==> config.mk <==
export PLATFORM = sky130hd
export DESIGN_NAME = pipe_hazard_ctrl_flat
export DESIGN_NICKNAME = d
export VERILOG_FILES = /design/src/rtl/pipe_hazard_ctrl_pkg.sv /design/src/rtl/pipe_hazard_ctrl_if.sv /design/src/rtl/pipe_hazard_ctrl_hazard_detect.sv /design/src/rtl/pipe_hazard_ctrl.sv /design/src/flat_wrapper.sv
export SDC_FILE = /design/constraint.sdc
export NUM_CORES = 1
export LEC_CHECK = 0
export ABC_AREA = 0
export CAP_MARGIN = 0
export CORE_MARGIN = 2
export CORE_UTILIZATION = 50
export CTS_CLUSTER_DIAMETER = 100
export CTS_CLUSTER_SIZE = 28
export DETAILED_ROUTE_END_ITERATION = 10
export PLACE_DENSITY = 0.87
export SLEW_MARGIN = 5
export SYNTH_ARGS = -nofsm -noshare
export SYNTH_HDL_FRONTEND = slang
export SYNTH_HIERARCHICAL = 1
export SYNTH_SLANG_ARGS = --single-unit
==> constraint.sdc <==
create_clock -name clk_i -period 2.6 [get_ports clk_i]
set_clock_uncertainty 0.1 [all_clocks]
set_input_delay 0.26 -clock clk_i [delete_from_list [all_inputs] [get_ports clk_i]]
set_output_delay 0.26 -clock clk_i [all_outputs]
set_load 0.01 [all_outputs]
==> src/rtl/pipe_hazard_ctrl_pkg.sv <==
// Shared definitions for the pipeline sequencing / hazard controller:
// controller state encoding, register-field width, NOP encoding and
// the register-match helper used by hazard detection.
package pipe_ctrl_pkg;

    typedef enum logic [1:0] {
        BOOT    = 2'd0,
        RUN     = 2'd1,
        MEMWAIT = 2'd2,
        HALT    = 2'd3
    } ctrl_state_t;

    localparam int          REG_ADDR_W = 5;

    // Instruction word written into IF/ID when IFFlush_o is asserted.
    localparam logic [31:0] NOP_INSTR  = 32'b0;

    // A producer register matches a consumer register only when it is not r0,
    // because r0 is hard-wired and can never carry a dependency.
    function automatic logic reg_match(input logic [REG_ADDR_W-1:0] dst,
                                       input logic [REG_ADDR_W-1:0] src);
        return (dst != {REG_ADDR_W{1'b0}}) && (dst == src);
    endfunction

endpackage

==> src/rtl/pipe_hazard_ctrl_if.sv <==
// Pipeline-facing signal bundle of the hazard controller. The pipeline
// side (master) supplies decode/memory status, the controller side
// (slave) returns the register enables, stalls and flushes.
interface pipe_hazard_ctrl_if
    import pipe_ctrl_pkg::*;
#(
    parameter int CNT_W = 16
);
    logic [REG_ADDR_W-1:0] IFID_Rs_i;
    logic [REG_ADDR_W-1:0] IFID_Rt_i;
    logic                  IDEX_MemRead_i;
    logic [REG_ADDR_W-1:0] IDEX_Rt_i;
    logic                  branch_taken_i;
    logic                  jump_i;
    logic                  dmem_req_i;
    logic                  dmem_ack_i;

    logic                  PCWrite_o;
    logic                  IFID_i_o;
    logic                  IFID_stall_o;
    logic                  IFFlush_o;
    logic                  IDEX_bubble_o;
    logic                  freeze_o;
    logic                  halt_o;
    logic [CNT_W-1:0]      stall_cnt_o;

    modport master (
        output IFID_Rs_i, IFID_Rt_i, IDEX_MemRead_i, IDEX_Rt_i,
               branch_taken_i, jump_i, dmem_req_i, dmem_ack_i,
        input  PCWrite_o, IFID_i_o, IFID_stall_o, IFFlush_o,
               IDEX_bubble_o, freeze_o, halt_o, stall_cnt_o
    );

    modport slave (
        input  IFID_Rs_i, IFID_Rt_i, IDEX_MemRead_i, IDEX_Rt_i,
               branch_taken_i, jump_i, dmem_req_i, dmem_ack_i,
        output PCWrite_o, IFID_i_o, IFID_stall_o, IFFlush_o,
               IDEX_bubble_o, freeze_o, halt_o, stall_cnt_o
    );

endinterface

==> src/rtl/pipe_hazard_ctrl_hazard_detect.sv <==
// Load-use hazard detection: the instruction in ID needs a register that
// a load currently in EX has not yet produced.
module hazard_detect
    import pipe_ctrl_pkg::*;
(
    input  logic [REG_ADDR_W-1:0] ifid_rs,
    input  logic [REG_ADDR_W-1:0] ifid_rt,
    input  logic                  idex_mem_read,
    input  logic [REG_ADDR_W-1:0] idex_rt,
    output logic                  load_use
);

    assign load_use = idex_mem_read &&
                      (reg_match(idex_rt, ifid_rs) || reg_match(idex_rt, ifid_rt));

endmodule

==> src/rtl/pipe_hazard_ctrl.sv <==
// Central sequencing / hazard controller for the 5-stage pipeline:
// post-reset boot window, load-use stall, branch/jump flush, whole-pipe
// freeze during multi-cycle memory accesses, timeout halt and a
// saturating stall-cycle counter for debug.
module pipe_hazard_ctrl
    import pipe_ctrl_pkg::*;
#(
    parameter int BOOT_CYCLES = 2,
    parameter int MEM_TIMEOUT = 255,
    parameter int CNT_W       = 16
)(
    input  logic              clk_i,
    input  logic              start_i,
    pipe_hazard_ctrl_if.slave bus
);

    localparam logic [3:0]       BOOT_LAST = 4'(BOOT_CYCLES - 1);
    localparam logic [7:0]       TO_LIMIT  = 8'(MEM_TIMEOUT);
    localparam logic [CNT_W-1:0] CNT_MAX   = {CNT_W{1'b1}};

    ctrl_state_t      state_r;
    ctrl_state_t      state_nxt_s;
    logic [3:0]       boot_cnt_r;
    logic [3:0]       boot_cnt_nxt_s;
    logic [7:0]       to_cnt_r;
    logic [7:0]       to_cnt_nxt_s;
    logic [CNT_W-1:0] stall_cnt_r;
    logic [CNT_W-1:0] stall_cnt_nxt_s;

    logic lu_s;
    logic mw_s;
    logic redirect_s;

    logic run_pc_write_s;
    logic run_stall_s;
    logic run_flush_s;
    logic run_bubble_s;

    logic pc_write_s;
    logic ifid_en_s;
    logic ifid_stall_s;
    logic if_flush_s;
    logic bubble_s;
    logic freeze_s;
    logic halt_s;

    hazard_detect u_hazard_detect (
        .ifid_rs       (bus.IFID_Rs_i),
        .ifid_rt       (bus.IFID_Rt_i),
        .idex_mem_read (bus.IDEX_MemRead_i),
        .idex_rt       (bus.IDEX_Rt_i),
        .load_use      (lu_s)
    );

    assign mw_s       = bus.dmem_req_i && !bus.dmem_ack_i;
    assign redirect_s = bus.branch_taken_i || bus.jump_i;

    // Normal-flow controls: load-use stall wins over a redirect, which is
    // simply re-evaluated once the stall clears.
    always_comb begin
        run_pc_write_s = 1'b1;
        run_stall_s    = 1'b0;
        run_flush_s    = 1'b0;
        run_bubble_s   = 1'b0;
        if (lu_s) begin
            run_pc_write_s = 1'b0;
            run_stall_s    = 1'b1;
            run_bubble_s   = 1'b1;
        end else if (redirect_s) begin
            run_flush_s    = 1'b1;
        end else begin
            run_pc_write_s = 1'b1;
        end
    end

    // Next-state, counter updates and pipeline control outputs.
    always_comb begin
        state_nxt_s    = state_r;
        boot_cnt_nxt_s = boot_cnt_r;
        to_cnt_nxt_s   = to_cnt_r;
        pc_write_s     = 1'b0;
        ifid_en_s      = 1'b0;
        ifid_stall_s   = 1'b1;
        if_flush_s     = 1'b0;
        bubble_s       = 1'b0;
        freeze_s       = 1'b0;
        halt_s         = 1'b0;
        case (state_r)
            BOOT: begin
                bubble_s = 1'b1;
                if (boot_cnt_r == BOOT_LAST) begin
                    state_nxt_s    = RUN;
                    boot_cnt_nxt_s = 4'd0;
                end else begin
                    boot_cnt_nxt_s = boot_cnt_r + 4'd1;
                end
            end
            RUN: begin
                ifid_en_s = 1'b1;
                if (mw_s) begin
                    freeze_s     = 1'b1;
                    state_nxt_s  = MEMWAIT;
                    to_cnt_nxt_s = 8'd1;
                end else begin
                    pc_write_s   = run_pc_write_s;
                    ifid_stall_s = run_stall_s;
                    if_flush_s   = run_flush_s;
                    bubble_s     = run_bubble_s;
                end
            end
            MEMWAIT: begin
                ifid_en_s = 1'b1;
                if (bus.dmem_ack_i) begin
                    // Ack cycle releases the freeze; a request arriving now is
                    // picked up by RUN on the following cycle.
                    pc_write_s   = run_pc_write_s;
                    ifid_stall_s = run_stall_s;
                    if_flush_s   = run_flush_s;
                    bubble_s     = run_bubble_s;
                    state_nxt_s  = RUN;
                end else begin
                    freeze_s = 1'b1;
                    if (to_cnt_r == TO_LIMIT) begin
                        state_nxt_s = HALT;
                    end else begin
                        to_cnt_nxt_s = to_cnt_r + 8'd1;
                    end
                end
            end
            HALT: begin
                ifid_en_s = 1'b1;
                freeze_s  = 1'b1;
                halt_s    = 1'b1;
            end
            default: begin
                state_nxt_s = BOOT;
            end
        endcase
    end

    // Stall counter advances on every stalled cycle outside the boot window
    // and sticks at all-ones.
    always_comb begin
        if ((state_r != BOOT) && ifid_stall_s && (stall_cnt_r != CNT_MAX)) begin
            stall_cnt_nxt_s = stall_cnt_r + CNT_W'(1);
        end else begin
            stall_cnt_nxt_s = stall_cnt_r;
        end
    end

    // State and counter registers; start_i low restarts the boot sequence.
    always_ff @(posedge clk_i or negedge start_i) begin
        if (!start_i) begin
            state_r     <= BOOT;
            boot_cnt_r  <= 4'd0;
            to_cnt_r    <= 8'd0;
            stall_cnt_r <= {CNT_W{1'b0}};
        end else begin
            state_r     <= state_nxt_s;
            boot_cnt_r  <= boot_cnt_nxt_s;
            to_cnt_r    <= to_cnt_nxt_s;
            stall_cnt_r <= stall_cnt_nxt_s;
        end
    end

    assign bus.PCWrite_o     = pc_write_s;
    assign bus.IFID_i_o      = ifid_en_s;
    assign bus.IFID_stall_o  = ifid_stall_s;
    assign bus.IFFlush_o     = if_flush_s;
    assign bus.IDEX_bubble_o = bubble_s;
    assign bus.freeze_o      = freeze_s;
    assign bus.halt_o        = halt_s;
    assign bus.stall_cnt_o   = stall_cnt_r;

endmodule

==> src/flat_wrapper.sv <==
// flat-port wrapper written by rule: the top's interface ports become plain ports
module pipe_hazard_ctrl_flat import pipe_ctrl_pkg::*;
#(
    parameter int BOOT_CYCLES = 2,
    parameter int MEM_TIMEOUT = 255,
    parameter int CNT_W       = 16
)
  (clk_i, start_i, bus_IFID_Rs_i, bus_IFID_Rt_i, bus_IDEX_MemRead_i, bus_IDEX_Rt_i, bus_branch_taken_i, bus_jump_i, bus_dmem_req_i, bus_dmem_ack_i, bus_PCWrite_o, bus_IFID_i_o, bus_IFID_stall_o, bus_IFFlush_o, bus_IDEX_bubble_o, bus_freeze_o, bus_halt_o, bus_stall_cnt_o);
  pipe_hazard_ctrl_if #(.CNT_W(CNT_W)) bus_i ();
  input  logic clk_i;
  input  logic start_i;
  input wire logic [$bits(bus_i.IFID_Rs_i)-1:0] bus_IFID_Rs_i;
  input wire logic [$bits(bus_i.IFID_Rt_i)-1:0] bus_IFID_Rt_i;
  input wire logic [$bits(bus_i.IDEX_MemRead_i)-1:0] bus_IDEX_MemRead_i;
  input wire logic [$bits(bus_i.IDEX_Rt_i)-1:0] bus_IDEX_Rt_i;
  input wire logic [$bits(bus_i.branch_taken_i)-1:0] bus_branch_taken_i;
  input wire logic [$bits(bus_i.jump_i)-1:0] bus_jump_i;
  input wire logic [$bits(bus_i.dmem_req_i)-1:0] bus_dmem_req_i;
  input wire logic [$bits(bus_i.dmem_ack_i)-1:0] bus_dmem_ack_i;
  output wire logic [$bits(bus_i.PCWrite_o)-1:0] bus_PCWrite_o;
  output wire logic [$bits(bus_i.IFID_i_o)-1:0] bus_IFID_i_o;
  output wire logic [$bits(bus_i.IFID_stall_o)-1:0] bus_IFID_stall_o;
  output wire logic [$bits(bus_i.IFFlush_o)-1:0] bus_IFFlush_o;
  output wire logic [$bits(bus_i.IDEX_bubble_o)-1:0] bus_IDEX_bubble_o;
  output wire logic [$bits(bus_i.freeze_o)-1:0] bus_freeze_o;
  output wire logic [$bits(bus_i.halt_o)-1:0] bus_halt_o;
  output wire logic [$bits(bus_i.stall_cnt_o)-1:0] bus_stall_cnt_o;
  assign bus_i.IFID_Rs_i = bus_IFID_Rs_i;
  assign bus_i.IFID_Rt_i = bus_IFID_Rt_i;
  assign bus_i.IDEX_MemRead_i = bus_IDEX_MemRead_i;
  assign bus_i.IDEX_Rt_i = bus_IDEX_Rt_i;
  assign bus_i.branch_taken_i = bus_branch_taken_i;
  assign bus_i.jump_i = bus_jump_i;
  assign bus_i.dmem_req_i = bus_dmem_req_i;
  assign bus_i.dmem_ack_i = bus_dmem_ack_i;
  assign bus_PCWrite_o = bus_i.PCWrite_o;
  assign bus_IFID_i_o = bus_i.IFID_i_o;
  assign bus_IFID_stall_o = bus_i.IFID_stall_o;
  assign bus_IFFlush_o = bus_i.IFFlush_o;
  assign bus_IDEX_bubble_o = bus_i.IDEX_bubble_o;
  assign bus_freeze_o = bus_i.freeze_o;
  assign bus_halt_o = bus_i.halt_o;
  assign bus_stall_cnt_o = bus_i.stall_cnt_o;
  pipe_hazard_ctrl #(.BOOT_CYCLES(BOOT_CYCLES), .MEM_TIMEOUT(MEM_TIMEOUT), .CNT_W(CNT_W)) u_core (.clk_i(clk_i), .start_i(start_i), .bus(bus_i));
endmodule
* Word level (Yosys, flattened, before mapping)
Cells that the tools add are included.
Widths: inputs -> output; s select.
** Operators by class
- Add/sub/neg operators :: 3
- $mul :: 0
- Div/mod/pow operators :: 0
- Magnitude comparators :: 0
- Equality and inequality tests :: 13
- Shift-type cells :: 0
- Multiplexer cells :: 31
- Bitwise logic cells :: 0
- Reductions and logical operators :: 17
** Operators with widths (count)
- $mux 8 :: 3
- $add 16x1->16 const B :: 1
- $mux 1 :: 16
- $ne 16x16->1 const B :: 1
- $pmux 8 s2 :: 1
- $eq 5x5->1 :: 2
- $add 8x1->8 const B :: 1
- $eq 8x8->1 const B :: 1
- $mux 2 :: 4
- $reduce_and 4->1 :: 2
- $logic_and 1x1->1 :: 6
- $pmux 1 s2 :: 3
- $pmux 1 s3 :: 2
- $pmux 2 s3 :: 1
- $reduce_bool 5->1 :: 1
- $add 4x1->4 const B :: 1
- $eq 2x2->1 const B :: 2
- $eq 4x1->1 const B :: 1
- $mux 4 :: 1
- $ne 2x1->1 const B :: 2
- $ne 2x2->1 const B :: 2
- $reduce_bool 2->1 :: 2
- $ne 3x2->1 const B :: 1
- $reduce_bool 3->1 :: 1
- other kinds (5) :: 6
** Word-level totals
- Flip-flop bits (word level) :: 30
- Latch bits :: 0
- Bits in writable memories :: 0
- Memory bits (read-only) :: 0
- Word-level logic and storage cells :: 68
- Memories :: 0

* Logic depth before layout (Yosys ltp)
- Depth in word-level cells :: 9
- Mapped depth :: 9

* Modules after synthesis
The synthesis kept the hierarchy.
** By module, submodules not included
- pipe_hazard_ctrl :: times used 1, cells each 183, area each 1795.5 sq um, sequential area each 750.7 sq um
- hazard_detect :: times used 1, cells each 17, area each 125.1 sq um, sequential area each 0.0 sq um

* Worst setup path before layout
No wires, ideal clock.
- Kind :: in2reg
- Start :: in bus_IDEX_Rt_i[3]
- End :: reg u_core.stall_cnt_r[1] (netlist: u_core/bus.stall_cnt_o[1])
- Setup time :: 0.125 ns
- Arrival :: 1.981 ns
- Data required time :: 2.375 ns
- Slack :: 0.394 ns
- Cell stages on the path :: 8
- Path through :: xor2_1 > nor3_1 > nand3_1 > a21oi_1 > o21ai_0 > a311oi_2 > o21a_1 > mux2_4
** On the way
- Cells in the longest elaborated chain, start to end :: 9
- Elaborated cells on any way between the ends :: 13
** RTL lines
- from (decl) :: RTL line flat_wrapper.sv:15 : input wire logic [$bits(bus_i.IDEX_Rt_i)-1:0] bus_IDEX_Rt_i;
- $eq 5x5->1 / $reduce_bool 5->1 (equally long branches) :: RTL line pipe_hazard_ctrl_pkg.sv:22 : return (dst != {REG_ADDR_W{1'b0}}) && (dst == src);
- $logic_and 1x1->1 :: RTL line pipe_hazard_ctrl_pkg.sv:22
- $logic_or 1x1->1 * :: RTL line pipe_hazard_ctrl_hazard_detect.sv:14 : (reg_match(idex_rt, ifid_rs) || reg_match(idex_rt, ifid_rt));
- $logic_and 1x1->1 * :: RTL line pipe_hazard_ctrl_hazard_detect.sv:13 : assign load_use = idex_mem_read &&
- named net u_core.lu_s :: RTL line pipe_hazard_ctrl.sv:30 : logic lu_s;
- $mux 1 * :: RTL line pipe_hazard_ctrl.sv:65 : if (lu_s) begin
- $mux 1 (on tied branches) :: RTL line pipe_hazard_ctrl.sv:113, pipe_hazard_ctrl.sv:100
- $pmux 1 s2 * :: RTL line pipe_hazard_ctrl.sv:88 : case (state_r)
- $logic_and 1x1->1 * (2 in a row) :: RTL line pipe_hazard_ctrl.sv:144 : if ((state_r != BOOT) && ifid_stall_s && (stall_cnt_r != CNT_MAX)) begin
- to (signal assigned) :: RTL line pipe_hazard_ctrl.sv:157 : stall_cnt_r <= {CNT_W{1'b0}};
- to (signal assigned) :: RTL line pipe_hazard_ctrl.sv:162 : stall_cnt_r <= stall_cnt_nxt_s;
- to (decl) :: RTL line pipe_hazard_ctrl.sv:27 : logic [CNT_W-1:0] stall_cnt_r;
The timed path passes the listed nets; every way through them passes the cells marked *.
A chain may end at the register's enable or synchronous reset.

* Final worst setup path
- Start :: in bus_IDEX_Rt_i[2]
- End :: out bus_IFFlush_o
** On the way
- Cells in the longest elaborated chain, start to end :: 7
- Elaborated cells on any way between the ends :: 11
** RTL lines
- $eq 5x5->1 / $reduce_bool 5->1 (equally long branches) :: RTL line pipe_hazard_ctrl_pkg.sv:22
- $logic_and 1x1->1 :: RTL line pipe_hazard_ctrl_pkg.sv:22
- $logic_or 1x1->1 * :: RTL line pipe_hazard_ctrl_hazard_detect.sv:14
- $logic_and 1x1->1 * :: RTL line pipe_hazard_ctrl_hazard_detect.sv:13
- named net u_core.lu_s :: RTL line pipe_hazard_ctrl.sv:30
- $mux 1 * :: RTL line pipe_hazard_ctrl.sv:65
- $mux 1 (on tied branches) :: RTL line pipe_hazard_ctrl.sv:113, pipe_hazard_ctrl.sv:100
- $pmux 1 s2 * :: RTL line pipe_hazard_ctrl.sv:88
- to (decl) :: RTL line flat_wrapper.sv:23 : output wire logic [$bits(bus_i.IFFlush_o)-1:0] bus_IFFlush_o;
Marks and branches as above.

==> metrics.md <==
| Metric | Value |
|---|---|
| Critical Path Start Type | `primary input` |
| Crit Path Class | `in2out` |
| Crit-path slowest cell | `or4_4` |
| Req. time, crit path | `2.24 ns` |
| Crit path launch | `bus_IDEX_Rt_i[2]` |
| Setup bufs post-CTS | `0` |
| Maximum VDD drop | `0.319 mV` |
| Ant diodes | `0` |
| Min cycle time layout | `2.48 ns` |
| Synth Instances | `200` |
| Worst path depth | `8` |
| Pleak | `1.08 nW` |
| Die Span Y | `66.0 microns` |
| Synth top area share | `0.391` |
| Vias | `1671` |
| Area of the core | `0.00369 sq mm` |
| Synth area leaders | `dfrtp_1 (39%), xnor2_1 (9.1%), ha_1 (5.2%)` |
| Cell chain of the critical path | `clkdlybuf4s50_1 -> or4_4 -> o21ai_2 -> a21oi_2 -> buf_4 -> and3b_1 -> o21a_1 -> dlygate4sd2_1` |
| EDFF count, synth | `0` |
| DRT antenna net count | `0` |
| Slew Viols, Final | `0` |
| Synthesized area per cell | `9.60 sq um` |
| Critical Path Sink Type | `output pin` |
| Die area | `0.00435 sq mm` |
| Worst-Margin Slew | `0.462 ns` |
| Synth cell types | `46` |
| HPWL Detailed | `3.07 mm` |
| Fin cells | `305` |
| RSZ-0062 raised after global routing | `no` |
| Area Growth Syn to Fin | `33.8%` |
| Fmax | `0.403 GHz` |
| First-pass GRT wire length | `6.81 mm` |
| # nets final | `287` |
| Routed len/inst | `13.3 microns` |
| Number of remaining DRC errors | `0` |
| Final period utilization | `0.955` |
| Initial antenna violation count | `0` |
| Drt pass-1 iters | `4` |
| Cells after DPL | `298` |
| Clock tree from TritonCTS | `built` |
| Worst-case register-to-register setup slack | `0.31 ns` |
| Overall power | `0.000886 W` |
| Multi-input logic area | `0.00112 sq mm` |
| Clk sinks | `30` |
| Root Buffer | `clkbuf_8` |
| PwrDens | `345 mW/mm^2` |
| Routed WL | `4.06 mm` |
| Post-synthesis sequential area ratio | `0.391` |
| Worst slew margin relative to its limit | `0.691` |
| R2r endpoint | `u_core/to_cnt_r[7]` |
| Num CTS Buffers | `5` |
| Routability cong. | `0.803` |
| GR Util All Layers | `0.204` |
| RR Startpoint | `u_core/state_r[0]` |
| Layout cell share with drive strength beyond 1 | `0.128` |
| Worst EP arrival | `2.12 ns` |
| Die Wd | `66.0 microns` |
| Syn_nets | `230` |
| FP Rows | `22` |
| Prevailing post-synth register cell | `dfrtp_1` |
| Worst path bufs/invs | `3` |
| Placed standard-cell area | `0.00248 sq mm` |
| Initial Util | `0.521` |
| Asr flop ratio synth | `1.00` |
| Final Hold Fails | `0` |
| Pin count of the biggest net entering global routing | `31` |
| Clk pin slew, worst setup/hold paths | `0.06 ns` |
| H-tree depth | `2` |
| Design Area, Final | `0.00257 sq mm` |
| Delay-heaviest family, CP | `buffers and inverters` |
| Register area | `751 sq um` |
| Hold buffer count at CTS | `0` |
| Total congestion overflow | `0` |
| Number of global-route vias before repair | `1498` |
| Detailed router's first-iteration violation count | `85` |
| Synth warnings | `6` |
| Status | `finished, final reports clean` |
| Crit path max fanout | `3` |
| Clk_lat worst skew | `0.28 ns` |
| Max Root-Sink Buffers | `2` |
| PortBufs | `44` |
| Filler cells | `295` |
| R2R cell count | `6` |
| Area leader, netlist | `dfrtp_1` |
| Num ports | `45` |
| Cell Area, Synth | `0.00192 sq mm` |
| Hold/Removal Path Class | `in2async` |
| Vias per cell | `5.48` |
| Seq cells post-synth | `30` |
| Critical Path Max Stage Delay | `0.50 ns` |
| Worst Setup EP | `bus_IFFlush_o` |
| MaxCap Viol Count | `0` |
| Final Setup Violations | `0` |
==> through the flow <==
| stage | util | setup TNS [ns] | setup WS (ns) | hold WS [ns] |
|---|---|---|---|---|
| finish | 0.697 | 0 | 0.117 | 0.264 |
| global route | 0.697 | 0 | 0.0146 | 0.298 |
| CTS | 0.693 | 0 | 0.0408 | 0.277 |
| detailed placement | 0.673 | -1.98 | -0.252 | 0.400 |
| global placement | 0.673 | -1.85 | -0.193 | 0.376 |
| floorplan | - | 0 | 0.394 | -0.136 |
==> cell families (layout without fill, tap and decap cells) <==
logic type,after synthesis,count (layout),share of synthesized area
XOR/XNOR,28,28,0.128
flip-flops,30,30,0.391
multiplexers,6,6,0.0352
AND/OR/NAND/NOR,77,77,0.235
adder cells (fa/ha/maj),8,8,0.0521
AO/OA/AOI/OAI,37,37,0.128
buffers and inverters,14,71,0.0319
==> worst min-delay path by stage <==
stage | from | end | slack, ns | depth (start not counted)
6_report | start_i | u_core/bus.stall_cnt_o[4] | 0.26 | 2
5_1_grt | start_i | u_core/bus.stall_cnt_o[13] | 0.30 | 2
4_1_cts | start_i | u_core/bus.stall_cnt_o[4] | 0.28 | 2
3_5_place_dp | u_core/boot_cnt_r[3] | u_core/boot_cnt_r[3] | 0.40 | 1
3_3_place_gp | u_core/boot_cnt_r[3] | u_core/boot_cnt_r[3] | 0.38 | 1
2_1_floorplan | start_i | u_core/boot_cnt_r[0] | -0.14 | 0
==> cell type report <==
| cell class | count | share of cell area |
|---|---|---|
| well taps | 48 | 0.0234 |
| multi-input cells | 156 | 0.436 |
| clock inverters | 2 | 0.00389 |
| flip-flops and latches | 30 | 0.292 |
| inverters | 7 | 0.0102 |
| clock buffers | 5 | 0.0268 |
| repair buffers | 57 | 0.208 |
==> flip-flops by register name, indices dropped and copies added, names as in the netlist <==
name / flops
u_core/bus.stall_cnt_o: 16
u_core/boot_cnt_r: 4
u_core/to_cnt_r: 8
u_core/state_r: 2
==> cells in the mapped netlist (2+ instances only) <==
library cell,count
dfrtp_1,30
o211ai_1,5
clkbuf_1,5
o2111ai_1,3
ha_1,8
nand2_1,11
inv_1,7
or3_1,2
and3_1,4
nand4b_1,2
nor3_1,5
nand4_1,4
o21ai_0,12
o21a_1,2
xor2_1,8
nor2b_1,4
mux2_2,2
o31ai_1,2
nor4_1,5
and4_1,3
and3b_1,2
xnor2_1,20
nand3b_1,2
or2_2,2
nand2b_1,2
or4_1,2
nor2_1,9
mux2i_1,3
a21oi_1,6
and2_1,2
nand3_1,11
==> power breakdown <==
part | total [W] | internal [W] | switching (W)
sequential | 0.000467 | 0.000467 | 0
clock | 0.000345 | 0.000179 | 0.000166
combinational | 0.0000739 | 0.0000441 | 0.0000298
total | 0.000886 | 0.000690 | 0.000196
==> cell usage in the layout (no fill, tap or decap), types with 7 or more instances in the layout <==
| master | count |
|---|---|
| inv_1 | 7 |
| xnor2_1 | 20 |
| nand3_1 | 11 |
| dfrtp_1 | 30 |
| o21ai_0 | 11 |
| nor2_1 | 9 |
| clkdlybuf4s50_1 | 38 |
| ha_1 | 8 |
| nand2_1 | 11 |
| buf_4 | 13 |
| xor2_1 | 8 |
==> worst reg2reg max path: cells and delay by family, from the launching register on <==
family	cells	cell delay, ns
AO/OA/AOI/OAI	2	0.58
adder cells (fa/ha/maj)	1	0.31
buffers and inverters	1	0.15
multiplexers	1	0.17
flip-flops	1	0.42
AND/OR/NAND/NOR	1	0.49
==> layer usage <==
layer	wire length [microns]	part of all wire	global-route usage	up-vias
li1	-	-	-	843
met1	1880	0.46	0.269	780
met2	1960	0.48	0.319	41
met3	144	0.035	0.0562	7
met4	76	0.019	0.0765	0
met5	0	0	0	-
==> timing repair <==
item	4_1_cts	5_1_grt
endpoints found under the setup margin	4	14
pin swaps	0	2
gates resized for setup	6	4
No activity file was read; power rests on OpenSTA's default activity.
